File: src/rtl/mem_port_arbiter.sv
// Two-port arbiter (instruction fetch / data memory) in front of a single-ported
// fixed-latency memory. DM wins by default; a starvation counter forces IF through.
module mem_port_arbiter #(
    parameter int unsigned ADDR_W       = 64,
    parameter int unsigned DATA_W       = 64,
    parameter int unsigned MEM_LATENCY  = 2,
    parameter int unsigned STARVE_LIMIT = 3
) (
    input  logic              clock,
    input  logic              reset,
    input  logic              if_req,
    input  logic [ADDR_W-1:0] if_addr,
    output logic              if_gnt,
    output logic              if_rvalid,
    output logic [DATA_W-1:0] if_rdata,
    input  logic              dm_req,
    input  logic              dm_we,
    input  logic [ADDR_W-1:0] dm_addr,
    input  logic [DATA_W-1:0] dm_wdata,
    output logic              dm_gnt,
    output logic              dm_rvalid,
    output logic [DATA_W-1:0] dm_rdata,
    output logic              mem_en,
    output logic              mem_we,
    output logic [ADDR_W-1:0] mem_addr,
    output logic [DATA_W-1:0] mem_wdata,
    input  logic [DATA_W-1:0] mem_rdata,
    output logic              if_stall,
    output logic              dm_stall,
    output logic              busy
);

    typedef enum logic {S_IDLE, S_WAIT} state_e;
    typedef enum logic {OWN_IF, OWN_DM} owner_e;

    localparam logic [3:0] LAT_M1 = 4'(MEM_LATENCY - 1);
    localparam logic [3:0] STARVE = 4'(STARVE_LIMIT);

    state_e            state_q, state_d;
    owner_e            owner_q, owner_d;
    logic [3:0]        cnt_q, cnt_d;
    logic [3:0]        starve_q, starve_d;
    logic              wr_q, wr_d;
    logic              if_rvalid_q, if_rvalid_d;
    logic              dm_rvalid_q, dm_rvalid_d;
    logic [DATA_W-1:0] if_rdata_q, if_rdata_d;
    logic [DATA_W-1:0] dm_rdata_q, dm_rdata_d;

    logic resp_en, arb_en, if_win, dm_win;

    always_ff @(posedge clock or negedge reset) begin
        if (!reset) begin
            state_q     <= S_IDLE;
            owner_q     <= OWN_IF;
            cnt_q       <= '0;
            starve_q    <= '0;
            wr_q        <= 1'b0;
            if_rvalid_q <= 1'b0;
            dm_rvalid_q <= 1'b0;
            if_rdata_q  <= '0;
            dm_rdata_q  <= '0;
        end else begin
            state_q     <= state_d;
            owner_q     <= owner_d;
            cnt_q       <= cnt_d;
            starve_q    <= starve_d;
            wr_q        <= wr_d;
            if_rvalid_q <= if_rvalid_d;
            dm_rvalid_q <= dm_rvalid_d;
            if_rdata_q  <= if_rdata_d;
            dm_rdata_q  <= dm_rdata_d;
        end
    end

    // Arbitration is open in IDLE and in the last WAIT cycle; gated by reset so
    // nothing is granted (or strobed to memory) while reset is held.
    always_comb begin
        resp_en = (state_q == S_WAIT) && (cnt_q == '0);
        arb_en  = reset && ((state_q == S_IDLE) || resp_en);
        dm_win  = arb_en && dm_req && !(if_req && (starve_q == STARVE));
        if_win  = arb_en && if_req && !dm_win;
    end

    always_comb begin
        state_d     = state_q;
        owner_d     = owner_q;
        cnt_d       = cnt_q;
        wr_d        = wr_q;
        if_rvalid_d = 1'b0;
        dm_rvalid_d = 1'b0;
        if_rdata_d  = if_rdata_q;
        dm_rdata_d  = dm_rdata_q;
        starve_d    = starve_q;

        if (resp_en) begin
            if (owner_q == OWN_DM) begin
                dm_rvalid_d = 1'b1;
                dm_rdata_d  = wr_q ? '0 : mem_rdata;
            end else begin
                if_rvalid_d = 1'b1;
                if_rdata_d  = mem_rdata;
            end
        end

        if (if_win || dm_win) begin
            state_d = S_WAIT;
            cnt_d   = LAT_M1;
            owner_d = dm_win ? OWN_DM : OWN_IF;
            wr_d    = dm_win && dm_we;
        end else if (resp_en) begin
            state_d = S_IDLE;
        end else if (state_q == S_WAIT) begin
            cnt_d = cnt_q - 4'd1;
        end

        if (!if_req || if_win) begin
            starve_d = '0;
        end else if (dm_win && (starve_q != STARVE)) begin
            starve_d = starve_q + 4'd1;
        end
    end

    always_comb begin
        if_gnt    = if_win;
        dm_gnt    = dm_win;
        mem_en    = if_win || dm_win;
        mem_we    = dm_win && dm_we;
        mem_addr  = '0;
        mem_wdata = '0;
        if (dm_win) begin
            mem_addr  = dm_addr;
            mem_wdata = dm_wdata;
        end else if (if_win) begin
            mem_addr  = if_addr;
        end
        if_stall  = reset && if_req && !if_win;
        dm_stall  = reset && dm_req && !dm_win;
        busy      = (state_q == S_WAIT);
        if_rvalid = if_rvalid_q;
        dm_rvalid = dm_rvalid_q;
        if_rdata  = if_rdata_q;
        dm_rdata  = dm_rdata_q;
    end

endmodule

File: config.mk
export PLATFORM = sky130hd
export DESIGN_NAME = mem_port_arbiter
export DESIGN_NICKNAME = d
export VERILOG_FILES = /design/src/rtl/mem_port_arbiter.sv
export SDC_FILE = /design/constraint.sdc
export NUM_CORES = 1
export LEC_CHECK = 0
export CAP_MARGIN = 20
export CORE_AREA = 2 2 202 204
export CTS_CLUSTER_DIAMETER = 100
export DETAILED_ROUTE_END_ITERATION = 10
export DIE_AREA = 0 0 204 206
export PLACE_DENSITY_LB_ADDON = 0.25
export REMOVE_ABC_BUFFERS = 1
export SYNTH_ARGS = -nofsm -noshare
export SYNTH_HDL_FRONTEND = slang
export SYNTH_SLANG_ARGS = --single-unit
File: constraint.sdc
create_clock -name clock -period 7.8 [get_ports clock]
set_clock_uncertainty 0.2 [all_clocks]
set_input_delay 2.34 -clock clock [delete_from_list [all_inputs] [get_ports clock]]
set_output_delay 2.34 -clock clock [all_outputs]
set_load 0.05 [all_outputs]
==> results.txt, run 1 <==
----------------------------------------------------
[Final layout]
  Final std cells w/o fill ... approximately 1700
  Area of all placed cells without fillers ... 14270 sq um
  Synth-to-Final Area Change ... 116.3%
  Fraction of final layout cells sized beyond drive strength 1 ... 0.2133
  Sequential cell area ... ~3500 sq um
  Area used by multi-input combinational logic ... 2815 sq um
  Number of fill cells in the layout ... 4042
  Final-stage net count ... ~1400
  Final Util ... 0.3551

[Synth]
  Count of flip-flops with a built-in enable after synthesis ... 0
  Sequential-to-total area share from yosys stat ... 0.5350
  Flops & latches, synth ... roughly 140
  Area fraction of the dominant cell type after synthesis ... 0.5350
  Top post-synthesis cells by area ... sky130_fd_sc_hd__dfrtp_1, sky130_fd_sc_hd__mux2_2, sky130_fd_sc_hd__a22o_1
  Cells after synthesis ... ~630
  Yosys synthesis warning count ... 0
  Mapped Avg Cell Area ... approximately 11 sq um
  Most used flip-flop cell after synthesis ... sky130_fd_sc_hd__dfrtp_1
  Library cell occupying the most area in the post-synthesis netlist ... sky130_fd_sc_hd__dfrtp_1
  Number of unique standard cell types used by synthesis ... 30
  Summed instance area of the synthesized netlist ... around 6600 sq um
  Async S/R FF share, synth ... 1.000

[Setup path]
  Cells on worst reg2reg path ... 8
  Critical Path Start Type ... input pin
  CP max stage delay ... 0.88 ns
  Crit. path cell count ... 4
  Worst path bufs/invs ... 2
  Critical path endpoint category ... output port
  Critical path type ... in2out
  Cell Chain, Critical Path ... clkdlybuf4s50_1 > o21ai_0 > nor2_1 > clkdlybuf4s50_1
  Highest net fanout along the worst path ... 5
  Slowest-stage cell, CP ... sky130_fd_sc_hd__clkdlybuf4s50_1
  Cell family contributing the most delay on the critical path ... buffers and inverters
  WP data required ... between 5 and 6 ns
  Data arrival time at the worst-slack endpoint ... roughly 4.5 ns
  Most Frequent Cell on Critical Path ... sky130_fd_sc_hd__clkdlybuf4s50_1

[CTS]
  Root cell of the clock tree ... sky130_fd_sc_hd__clkbuf_16
  TritonCTS clock tree ... built
  Resize count post-CTS ... 0
  Clk pin slew, worst setup/hold paths ... around 0.060 ns
  Bufs on Longest Clock Path ... 2
  Sinks on the clock net ... approximately 140
  Number of buffers inserted by post-CTS setup repair ... 0
  Clock insertion delay at the later pin of the skew report ... 0.43 ns
  Number of H-tree branching levels ... 4
  TritonCTS buffer count ... 17
  Cts hold-fix bufs ... 0

[Min path]
  Class of the tightest hold or removal check ... reg2reg
  Number of cells traversed by the worst hold path ... 2

[Route]
  Residual antenna-violating net count after detailed routing ... 0
  Sum of routed wire length over all layers ... just under 40000 um
  Drt first-iter violations ... around 290
  Routed wire length per instance ... roughly 23 um
  Via count ... between 6000 and 7000
  Number of remaining DRC errors ... 0
  Pre-antenna DRT Iters ... 4
  Number of vias per cell after detailed routing ... 4.066

[Die]
  Die Outline Area ... ~42000 sq um
  Height of the chip ... slightly above 200 um
  Row count ... 74
  Starting utilization of the core area ... 0.1641
  Horizontal die dimension ... roughly 200 um
  CORE AREA ... 40180 sq um
  Number of primary I/O pins ... 526

[Global route]
  Largest net degree at the start of global routing ... 73
  Overall routing resource usage ... 0.1826
  Initial antenna violation count ... 22
  Number of global-route vias before repair ... 6854
  First-pass GRT wire length ... 53100 um
  Total congestion overflow after global routing ... 0

[STA]
  Post-route worst setup slack ... slightly above 0.8 ns
  RSZ-0062 raised after global routing ... no
  Number of endpoints failing setup at the final stage ... 0
  Tcrit/Tclk final ... 0.8957
  Min Clock Period, post-route ... between 6 and 7 ns
  Fin. max-slew vios ... 0
  Transition time at the pin with the least slew margin ... a little over 1 ns
  Maximum clock frequency ... around 0.14 GHz
  Post-route setup TNS ... 0 ns
  Worst-case hold slack ... 0.2649 ns
  Number of hold violations in the final report ... 0
  Max_slew headroom ... 0.3209

[Pwr]
  Sw frac ... 0.4993
  Post-layout power ... between 5 and 6 mW
  Internal power of the cells ... roughly 2.9 mW
  Worst IR Drop VDD ... approximately 0.00015 V
  Portion of total power attributed to combinational logic ... 0.642
  Leakage power of the design ... roughly 6.0 nW
  Sequential Power Share ... 0.219
  Part of the power in the clock network ... 0.139
  Reported net switching power ... around 2.9 mW
  Total power divided by cell area ... 402.0 nW/um^2

[Job]
  Total of max-cap violations ... 0

[Placement]
  Worst slack at placement ... around 0.79 ns
  Number of buffers added on ports ... roughly 530
  Total instance count after detailed placement ... 1644
  Half-perimeter wire length of the detailed placement result ... roughly 33000 um
  Placer's final routability congestion estimate ... about 0.81
  Placement-stage cell area ... 13690 sq um

[Outcome]
  Status ... finished, final reports clean

----------------------------------------------------
## worst register-to-register path: cells and delay by family, from the launching register on
kind | cells | cell delay (ns)
simple gates | 4 | 1.29
buf+inv | 3 | 0.73
flops | 1 | 0.39
fa+ha+maj | 1 | 0.16
## cell usage in the layout (no fill, tap or decap), types with 6 or more instances in the layout
cell                              netlist  final
sky130_fd_sc_hd__dfrtp_1              141    141
sky130_fd_sc_hd__mux2_2                65     65
sky130_fd_sc_hd__o21ai_0                6      6
sky130_fd_sc_hd__nand2_1              134    134
sky130_fd_sc_hd__clkdlybuf4s50_1        0    393
sky130_fd_sc_hd__clkbuf_16              0     17
sky130_fd_sc_hd__buf_12                 0    133
sky130_fd_sc_hd__nand3_1               68     68
sky130_fd_sc_hd__and2_1                66     66
sky130_fd_sc_hd__a22o_1                64     64
sky130_fd_sc_hd__buf_4                  7      7
## flip-flops by register name, indices dropped and copies added (netlist names)
| register | count |
|---|---|
| dm_rvalid | 1 |
| dm_rdata | 64 |
| starve_q | 4 |
| busy | 1 |
| owner_q | 1 |
| cnt_q | 4 |
| if_rvalid | 1 |
| wr_q | 1 |
| if_rdata | 64 |
## power by group through the flow
| stage | Clock [mW] | Sequential (mW) | Combinational [mW] |
|---|---|---|---|
| 6_report | 0.795 | 1.26 | 3.68 |
| 3_3_place_gp | 0 | 1.26 | 3.71 |
| 5_1_grt | 0.860 | 1.30 | 3.84 |
| 2_1_floorplan | 0 | 2.39 | 1.01 |
| 3_5_place_dp | 0 | 1.27 | 3.73 |
| 4_1_cts | 0.824 | 1.26 | 3.73 |
## final timing paths
| check | slack (ns) | end | from |
|---|---|---|---|
| worst max-delay path | 0.81 | mem_en | dm_req |
| worst max register to register | 4.96 | dm_rdata[7] | cnt_q[0] |
| worst min-delay path | 0.26 | dm_rdata[33] | dm_rdata[33] |
| worst min register to register | 0.26 | dm_rdata[33] | dm_rdata[33] |
| min in group asynchronous | 1.65 | if_rdata[15] | reset |
| max in group asynchronous | 4.57 | dm_rdata[18] | reset |
## synth_stat cells, drive strengths merged (2+ instances only)
| master | count |
|---|---|
| mux2 | 65 |
| a21oi | 2 |
| inv | 5 |
| nor3 | 2 |
| dfrtp | 141 |
| ha | 2 |
| clkbuf | 18 |
| nand3 | 68 |
| nor3b | 2 |
| nand2b | 2 |
| xnor2 | 3 |
| nor2 | 5 |
| or4b | 2 |
| nand2 | 134 |
| a22o | 64 |
| a211oi | 2 |
| buf | 32 |
| o21ai | 6 |
| and2 | 66 |
## cell families after synthesis
group                    after synthesis  share of synthesized area
flip-flops                           141                     0.5350
AND/OR/NAND/NOR                      284                     0.2077
adder cells (fa/ha/maj)                2                   0.003794
multiplexers                          66                     0.1125
XOR/XNOR                               3                   0.003985
buffers and inverters                 55                    0.04003
AO/OA/AOI/OAI                         77                    0.09695
## layout make-up
type,count,share of cell area
Antenna cell,5,0.0008770
Clock buffer,17,0.02982
Clock inverter,15,0.009910
Inverter,5,0.001315
Multi-Input combinational cell,432,0.1973
Sequential cell,141,0.2473
Tap cell,532,0.04665
Timing Repair Buffer,534,0.4668
## metal layers
| layer | wire, um | up-vias | track usage |
|---|---|---|---|
| met4 | 769 | 24 | 0.05150 |
| met5 | 150 | - | 0 |
| met2 | 19180 | 309 | 0.3025 |
| li1 | - | 3182 | - |
| met1 | 15680 | 3264 | 0.2190 |
| met3 | 3637 | 56 | 0.07253 |
Power figures use the tool's default switching activity.
==> run 2: changes to the inputs <==
- CORE_AREA: 2 2 202 204 -> 10 10 199 201
- DIE_AREA: 0 0 204 206 -> 0 0 209 211
==> run 2 against run 1 <==
  * Routed wire length grew 15%
  * Register-to-register slack lost 0.46 ns
  * Cell count shrank 4.0%
  * First-iteration DRC count grew 31%
  * Cell area shrank 0.51%
  * Via count grew 0.63%
  * Critical path depth grew 2
  * Fmax grew 0.97%
  * Critical path type unchanged
==> results.txt, run 2 (same netlist as run 1, synthesis figures left out) <==
----------------------------------------------------
[Outcome]
  Status ... finished, final reports clean

[Pwr]
  Leakage power of the design ... 6.001 nW (+0.36%)
  Worst IR Drop VDD ... 0.0002960 V (+100%)
  Total power divided by cell area ... 411.7 nW/um^2 (+2.4%)

[CTS]
  Resize count post-CTS ... 0 (unchanged)
  Root cell of the clock tree ... sky130_fd_sc_hd__clkbuf_16
  Clk pin slew, worst setup/hold paths ... 0.06 ns (about the same)
  Bufs on Longest Clock Path ... 2 (unchanged)
  Number of buffers inserted by post-CTS setup repair ... 0 (unchanged)
  Sinks on the clock net ... 141 (unchanged)
  TritonCTS buffer count ... 17 (unchanged)
  Clock insertion delay at the later pin of the skew report ... 0.43 ns (about the same)
  Cts hold-fix bufs ... 0 (unchanged)
  Number of H-tree branching levels ... 4 (unchanged)
  TritonCTS clock tree ... built

[STA]
  Post-route worst setup slack ... 0.8806 ns (+0.06683 ns)
  Worst-case hold slack ... 0.2623 ns (-0.002629 ns)
  Maximum clock frequency ... 0.1445 GHz (+0.97%)
  Max_slew headroom ... 0.3074 (-0.01347)
  Min Clock Period, post-route ... 6.919 ns (-0.06683 ns)
  RSZ-0062 raised after global routing ... no
  Fin. max-slew vios ... 0 (unchanged)
  Number of endpoints failing setup at the final stage ... 0 (unchanged)
  Number of hold violations in the final report ... 0 (unchanged)
  Tcrit/Tclk final ... 0.8871 (-0.008567)
  Transition time at the pin with the least slew margin ... 1.039 ns (+0.02021 ns)

[Die]
  Die Outline Area ... 44100 sq um (+4.9%)
  Height of the chip ... 211 um (+2.4%)
  Starting utilization of the core area ... 0.1863 (+0.02220)
  Row count ... 69 (-6.8%)
  Horizontal die dimension ... 209 um (+2.5%)
  Number of primary I/O pins ... 526 (unchanged)
  CORE AREA ... 35400 sq um (-12%)

[Global route]
  Total congestion overflow after global routing ... 0 (unchanged)
  Largest net degree at the start of global routing ... 122 (+67%)
  Met3 global-route usage ... 0.09861 (+0.02608)
  Initial antenna violation count ... 27 (+23%)
  Fraction of met2 tracks used by global routing ... 0.3157 (+0.01322)
  Number of global-route vias before repair ... 7279 (+6.2%)
  Most crowded layer after global routing ... met2
  Met1 Track Usage GR ... 0.2251 (+0.006112)
  Overall routing resource usage ... 0.1962 (+0.01358)
  First-pass GRT wire length ... 60670 um (+14%)

[Route]
  Drt first-iter violations ... 376 (+31%)
  Residual antenna-violating net count after detailed routing ... 0 (unchanged)
  Pre-antenna DRT Iters ... 4 (unchanged)
  Number of vias per cell after detailed routing ... 4.264 (+4.9%)
  Via count ... 6878 (+0.63%)
  Sum of routed wire length over all layers ... 45190 um (+15%)
  Routed wire length per instance ... 28.01 um (+19%)
  Number of remaining DRC errors ... 0 (unchanged)

[Final layout]
  Final Util ... 0.4010 (+0.04597)
  Synth-to-Final Area Change ... 115.2%
  Most frequent cells in the layout ... sky130_fd_sc_hd__clkdlybuf4s50_1, sky130_fd_sc_hd__dfrtp_1, sky130_fd_sc_hd__nand2_1, sky130_fd_sc_hd__buf_12, sky130_fd_sc_hd__nand3_1
  Fraction of final layout cells sized beyond drive strength 1 ... 0.2142 (+0.0008741)
  Final std cells w/o fill ... 1613 (-4.0%)
  Most common library cell in the layout ignoring fill and taps ... sky130_fd_sc_hd__clkdlybuf4s50_1
  Final-stage net count ... 1394 (unchanged)

[Placement]
  Number of buffers added on ports ... 525 (unchanged)
  Worst slack at placement ... 0.8163 ns (+0.02932 ns)
  Placer's final routability congestion estimate ... 0.8575 (+5.5%)
  Total instance count after detailed placement ... 1573 (-4.3%)
  Half-perimeter wire length of the detailed placement result ... 37670 um (+16%)

[Setup path]
  Data arrival time at the worst-slack endpoint ... 4.38 ns (-0.07 ns)
  Critical Path Start Type ... input pin
  WP data required ... 5.26 ns (about the same)
  Critical path type ... in2out
  Highest net fanout along the worst path ... 121 (+116)
  Critical path endpoint category ... output port

[Min path]
  Class of the tightest hold or removal check ... reg2reg

[Job]
  Total of max-cap violations ... 0 (unchanged)

----------------------------------------------------
## run 2: cell types whose count changed in the layout (fill, tap and decap cells not counted)
cell and change:
sky130_fd_sc_hd__clkinv_4 -3, sky130_fd_sc_hd__buf_4 +5, sky130_fd_sc_hd__inv_6 +2, sky130_fd_sc_hd__clkinvlp_4 -1, sky130_fd_sc_hd__buf_12 -4, sky130_fd_sc_hd__bufinv_16 +2
sky130_fd_sc_hd__clkbuf_8 +2, sky130_fd_sc_hd__diode_2 +3, sky130_fd_sc_hd__clkdlybuf4s50_1 -1, sky130_fd_sc_hd__clkinv_2 -2
## run 2: layout make-up
cell class / count / area [sq um]
clock buffer: 19 / 452.9
multi-input combinational: 432 / 2815
timing repair buffer: 534 / 6608
tap: 461 / 576.8
antenna: 8 / 20.02
inverter: 5 / 18.77
clock inverter: 13 / 175.2
fill: 3495 / 21200
sequential: 141 / 3528
## run 2: metrics by stage
stage          power [mW]  setup TNS (ns)  cell area, sq um
5_1_grt             6.112               0             14170
3_3_place_gp        5.004               0             13550
6_report            5.844               0             14190
3_5_place_dp        5.035               0             13550
2_1_floorplan       3.400          -55.70              6350
4_1_cts             5.936               0             14170
## run 2: final timing paths
path | slack, ns | start | depth (start not counted) | end
min in group asynchronous | 1.50 | reset | 1 | starve_q[2]
hold / removal | 0.26 | dm_rdata[11] | 2 | dm_rdata[11]
max in group asynchronous | 3.84 | reset | 3 | dm_rdata[0]
hold reg to reg | 0.26 | dm_rdata[11] | 2 | dm_rdata[11]
setup reg to reg | 4.50 | cnt_q[0] | 9 | dm_rdata[12]
setup / recovery | 0.88 | dm_req | 6 | mem_addr[30]
## run 2: per-layer routing
metal	vias up	wire length (um)	part of all wire
met5	-	226	0.0050
li1	3172	-	-
met3	61	5163	0.11
met4	34	989	0.022
met2	300	21470	0.48
met1	3311	17340	0.38
## run 2: worst max-delay path, cell delays in order
cell	delay (ns)
sky130_fd_sc_hd__clkdlybuf4s50_1	0.52
sky130_fd_sc_hd__nand2_1	0.15
sky130_fd_sc_hd__nor3b_4	0.29
sky130_fd_sc_hd__buf_12	0.41
sky130_fd_sc_hd__a22o_1	0.38
sky130_fd_sc_hd__buf_12	0.18
## run 2: power breakdown
part           total (mW)  internal [mW]  switching (mW)
Combinational        3.70           1.34            2.36
Sequential           1.26           1.08           0.181
Clock               0.883          0.529           0.354
